## config.mk

```make
export PLATFORM = sky130hd
export DESIGN_NAME = mem_access_stage
export DESIGN_NICKNAME = d
export VERILOG_FILES = /design/src/rtl/mem_stage_pkg.sv /design/src/rtl/data_memory.sv /design/src/rtl/mem_access_stage.sv
export SDC_FILE = /design/constraint.sdc
export NUM_CORES = 2
export LEC_CHECK = 0
export BUFFER_PORTS_ARGS = -buffer_cell sky130_fd_sc_hd__buf_4
export CORE_MARGIN = 2
export CORE_UTILIZATION = 40
export DETAILED_ROUTE_END_ITERATION = 12
export PLACE_DENSITY = 0.51
export REMOVE_ABC_BUFFERS = 1
export SLEW_MARGIN = 20
export SYNTH_ARGS = -nofsm -noshare
export SYNTH_HDL_FRONTEND = slang
export SYNTH_SLANG_ARGS = --single-unit
```

## constraint.sdc

```tcl
create_clock -name clk -period 9.5 [get_ports clk]
set_input_delay 0.95 -clock clk [delete_from_list [all_inputs] [get_ports clk]]
set_output_delay 0.95 -clock clk [all_outputs]
set_load 0.1 [all_outputs]
```

## src/rtl/mem_stage_pkg.sv

```systemverilog
// mem_stage_pkg: shared constants and FSM state type for the MEM stage.
// No ports; imported by data_memory and mem_access_stage.
package mem_stage_pkg;

    localparam int WORD_W        = 32;
    localparam int DEF_BASE_ADDR = 1024;

    localparam logic [1:0] ST_IDLE = 2'd0;
    localparam logic [1:0] ST_BUSY = 2'd1;
    localparam logic [1:0] ST_DONE = 2'd2;

    typedef enum logic [1:0] {
        IDLE = ST_IDLE,
        BUSY = ST_BUSY,
        DONE = ST_DONE
    } state_t;

endpackage

```

## src/rtl/data_memory.sv

```systemverilog
// data_memory: word-addressed RAM, synchronous write, registered read.
// Ports: clk, we, re, addr (word index), wdata, rdata (updated only when re).
module data_memory
    import mem_stage_pkg::*;
#(
    parameter int DEPTH = 64
) (
    input  logic                     clk,
    input  logic                     we,
    input  logic                     re,
    input  logic [$clog2(DEPTH)-1:0] addr,
    input  logic [WORD_W-1:0]        wdata,
    output logic [WORD_W-1:0]        rdata
);

    logic [WORD_W-1:0] mem [DEPTH];

    // Read sees the pre-write word when we and re hit the same edge.
    always_ff @(posedge clk) begin
        if (we) mem[addr] <= wdata;
        if (re) rdata <= mem[addr];
    end

endmodule

```

## src/rtl/mem_access_stage.sv

```systemverilog
// mem_access_stage: MEM pipeline stage, LDR/STR with fixed latency + freeze.
// Ports: clk, rst (async low), EXE inputs (wbEnIn, memREnIn, memWEnIn,
// aluResIn, valRmIn, destIn), passthrough outputs (wbEnOut, memREnOut,
// aluResOut, destOut), memDataOut (load data), freeze (pipeline stall).
// Optional MEM_ADDR_CHECK_EN: adds addrErr, blocks out-of-range accesses;
// otherwise the word index wraps modulo DEPTH (DEPTH a power of two).
module mem_access_stage
    import mem_stage_pkg::*;
#(
    parameter int DEPTH       = 64,
    parameter int BASE_ADDR   = DEF_BASE_ADDR,
    parameter int WAIT_CYCLES = 2
) (
    input  logic              clk,
    input  logic              rst,
    input  logic              wbEnIn,
    input  logic              memREnIn,
    input  logic              memWEnIn,
    input  logic [WORD_W-1:0] aluResIn,
    input  logic [WORD_W-1:0] valRmIn,
    input  logic [3:0]        destIn,
    output logic              wbEnOut,
    output logic              memREnOut,
    output logic [WORD_W-1:0] aluResOut,
    output logic [3:0]        destOut,
    output logic [WORD_W-1:0] memDataOut,
`ifdef MEM_ADDR_CHECK_EN
    output logic              addrErr,
`endif
    output logic              freeze
);

    localparam int                AW      = $clog2(DEPTH);
    localparam logic [3:0]        WAIT_LD = 4'(WAIT_CYCLES);
    localparam logic [WORD_W-1:0] BASE    = WORD_W'(BASE_ADDR);

    state_t            state;
    state_t            state_nx;
    logic [3:0]        cnt;
    logic [3:0]        cnt_nx;
    logic              req;
    logic              commit;
    logic              in_range;
    logic [AW-1:0]     addr;
    logic              mem_we;
    logic              mem_re;
    logic              rd_ok;
    logic [WORD_W-1:0] rdata;

    assign wbEnOut   = wbEnIn;
    assign memREnOut = memREnIn;
    assign aluResOut = aluResIn;
    assign destOut   = destIn;

    assign req  = memREnIn | memWEnIn;
    assign addr = AW'((aluResIn - BASE) >> 2);

`ifdef MEM_ADDR_CHECK_EN
    assign in_range = (aluResIn >= BASE) &&
                      (((aluResIn - BASE) >> 2) < WORD_W'(DEPTH));
`else
    assign in_range = 1'b1;
`endif

    always_ff @(posedge clk or negedge rst) begin
        if (!rst) begin
            state <= IDLE;
            cnt   <= 4'd0;
        end else begin
            state <= state_nx;
            cnt   <= cnt_nx;
        end
    end

    always_comb begin
        state_nx = state;
        cnt_nx   = cnt;
        commit   = 1'b0;
        unique case (state)
            IDLE: begin
                if (req) begin
                    if (WAIT_CYCLES == 0) begin
                        commit   = 1'b1;
                        state_nx = DONE;
                    end else begin
                        cnt_nx   = WAIT_LD;
                        state_nx = BUSY;
                    end
                end
            end
            BUSY: begin
                cnt_nx = cnt - 4'd1;
                if (cnt == 4'd1) begin
                    commit   = 1'b1;
                    state_nx = DONE;
                end
            end
            DONE:    state_nx = IDLE;
            default: state_nx = IDLE;
        endcase
    end

    // DONE is the release cycle: the pipeline advances on its closing edge.
    assign freeze = req && (state != DONE);

    assign mem_we = commit && memWEnIn && in_range;
    assign mem_re = commit && memREnIn;

    data_memory #(
        .DEPTH (DEPTH)
    ) u_mem (
        .clk   (clk),
        .we    (mem_we),
        .re    (mem_re),
        .addr  (addr),
        .wdata (valRmIn),
        .rdata (rdata)
    );

    // The RAM read register has no reset; rd_ok zeroes the output after
    // reset and after an out-of-range load.
    always_ff @(posedge clk or negedge rst) begin
        if (!rst) rd_ok <= 1'b0;
        else if (mem_re) rd_ok <= in_range;
    end

    assign memDataOut = rd_ok ? rdata : '0;

`ifdef MEM_ADDR_CHECK_EN
    always_ff @(posedge clk or negedge rst) begin
        if (!rst) addrErr <= 1'b0;
        else if (commit) addrErr <= !in_range;
    end
`endif

endmodule

```

==> impl_metrics.py <==
metrics = {
    "placement": {
        "placed_area_um2": 83130,
        "globalplace.congestion": 0.8294,
        "portBuffers": 81,
        "hpwlAfterDp_mm": 149.7,
    },
    "clock_network": {
        "cts_max_level": 4,
        "clock-sinks": 2087,
        "clkSlewWorstSetupHoldPaths_ps": 60,
        "clockRootBuffer": "clkbuf_16",
        "cts_tree": "yes",
        "max-clock-path-buffers": 3,
        "cts_resized": 0,
        "cts_buffers": 215,
        "insertion_delay_ps": 850,
    },
    "layout": {
        "nets": 4618,
        "multi_input_area_um2": 15280,
        "finalInstanceArea_um2": 89680,
        "areaGrowthSynthToFinish_pct": 13.28,
        "final_common_cell": "edfxtp_1",
        "final_layout_size_suffix_gt1_share_pct": 15.35,
        "fillCellCount": 17010,
        "final_cell_mix": "edfxtp_1, a221oi_1, a22oi_1",
        "register_area_um2": 62640,
    },
    "detailed_routing": {
        "ant_nets": 0,
        "drt-pass1-iter-count": 10,
        "wl_per_cell_um": 36.37,
        "vias": 46550,
        "via_per_inst": 6.316,
        "drcViolationCount": 0,
        "first_iter_violations": 6786,
        "routed_wl_mm": 268.0,
    },
    "yosys": {
        "syn_inst": 4481,
        "synth_seq_cells": 2087,
        "ys_seq_area_share_pct": 79.12,
        "netlist_area_um2": 79170,
        "syn_avg_cell_area_um2": 17.67,
        "async_flop_share_pct": 0.3354,
        "synth-main-ff-cell": "edfxtp_1",
        "synth_area_leaders": "edfxtp_1, a221oi_1, a22oi_1",
        "yosysTopAreaCellShare_pct": 78.90,
        "yosys.area.top_type": "edfxtp_1",
        "ys_types": 62,
        "synth_edf_count": 2080,
        "synth_warnings": 0,
    },
    "global_routing": {
        "grt_pass1_vias": 44290,
        "grt_pass1_wl_mm": 369.1,
        "grt_max_degree": 116,
        "antenna_found_initial": 22,
        "gr-total-overflow": 0,
        "grt_usage_pct": 25.98,
    },
    "power_and_ir_drop": {
        "cellLeakagePower_nw": 27.30,
        "p_total_mw": 19.64,
        "p_per_area_nw_per_um2": 218.9,
        "ir_worst_vdd_mv": 0.1777,
    },
    "setup_path": {
        "critical_path.max_fanout": 106,
        "arrival_ps": 5230,
        "criticalPathCategory": "input port to register",
        "rr_worst_depth": 8,
        "r2r_end": "u_mem.mem[28][14]",
        "end_kind": "register",
        "crit_path_start": "aluResIn[2]",
        "r2r_start": "cnt[1]",
        "endpoint": "u_mem.rdata[19]",
        "required_ps": 10090,
        "crit_path_start_kind": "input port",
        "r2r_slack_ps": 5270,
    },
    "sta": {
        "holdWs_ps": 455.0,
        "setup_viol": 0,
        "period_needed_ps": 4638,
        "worstMarginPinSlew_ps": 1259,
        "rsz0062_at_grt": "no",
        "fin_crit_sh_pct": 48.82,
        "drv_slew": 0,
        "slew-limit-headroom_pct": 16.05,
        "finalHoldViolCount": 0,
        "fmaxAchievable_mhz": 215.6,
        "clock_skew_ps": 27.21,
    },
    "run_status": {
        "status": "complete, no violations",
    },
    "die": {
        "placement_rows": 163,
        "io_pins": 144,
        "chipWidth_um": 448.9,
        "initial_core_util_pct": 40.18,
        "die-area_um2": 201500,
        "fp.coreArea_um2": 197000,
        "fp.dieH_um": 448.9,
    },
    "worst_hold_path": {
        "worstHoldPathType": "input port to asynchronous set/reset pin",
    },
    "flow_run": {
        "drv_cap": 0,
    },
}
==> flip-flops by register name, summed over array words and instances, names as in the netlist <==
register / cells
u_mem.rdata: 32
rd_ok: 1
cnt: 4
u_mem.mem: 2048
state: 2
==> cell type report <==
type / instances / share of cell area, %
inverter: 7 / 0.04325
tap: 2640 / 3.683
timing repair buffer: 221 / 2.111
clock buffer: 284 / 6.335
multi-input combinational: 2011 / 17.04
sequential: 2087 / 69.84
antenna: 8 / 0.02232
clock inverter: 112 / 0.9222
==> critical path, stage by stage <==
cell      delay, ps
clkbuf_8        330
buf_4           440
and2_4          410
buf_12          390
a22oi_1         310
o22ai_1         150
nor4_1          690
nand3_1         580
or3_1           520
==> power by group <==
group / internal, mW / total (mW) / switching [mW]
logic: 0.331 / 1.49 / 1.16
registers: 10.2 / 10.2 / 0.0293
clock network: 4.39 / 7.94 / 3.55
==> per-stage QoR <==
step	setup WS (ps)	setup TNS (ps)	cells	utilization, %
2_1_floorplan	-651.6	-172940	4105	-
3_3_place_gp	4189	0	6961	42.14
3_5_place_dp	4244	0	6965	42.20
4_1_cts	5140	0	7362	45.51
5_1_grt	4832	0	7363	45.51
6_report	4862	0	7370	45.52
==> synthesized netlist by cell type (all sizes together) (16+ instances only) <==
master and n:
clkbuf 168, nor2 226, o21ai 116, a22oi 296, nor3 72, nand3 51
mux2i 63, a22o 18, o22ai 131, mux4 49, a221oi 458, edfxtp 2080
mux2 73, and2 44, a21oi 95, or3 34, nand2 112, nand4 16
buf 208
==> metal layers <==
metal  vias to the layer above  GRT usage (%)  part of all wire [%]
met2                      2559          40.07                    46
li1                      18870              -                     -
met4                         4          6.650                   2.6
met1                     24770          38.09                    43
met5                         -              0                0.0097
met3                       349          4.683                   9.0
==> kinds of logic after synthesis <==
kind of cell               Yosys count  synth area share [%]
AOI/OAI and AO/OA                 1222                 11.73
buffers and inverters              383                 2.330
DFF                               2087                 79.12
muxes                              185                 3.229
adders and majority gates            2               0.03160
and+or+nand+nor                    602                 3.566
==> how the worst min path moves through the flow <==
stage | to | slack (ps) | from
2_1_floorplan | state[0] | 450 | state[0]
3_3_place_gp | state[0] | 470 | state[0]
3_5_place_dp | state[0] | 490 | state[0]
4_1_cts | state[0] | 400 | rst
5_1_grt | rd_ok | 450 | rst
6_report | cnt[3] | 450 | rst
==> what timing repair did <==
action,in CTS,in global routing
hold endpoints to repair,7,0
setup endpoints to repair,0,0
hold buffers,1,0
setup buffers,0,0
Note: power is estimated with default switching activity, not from simulation.
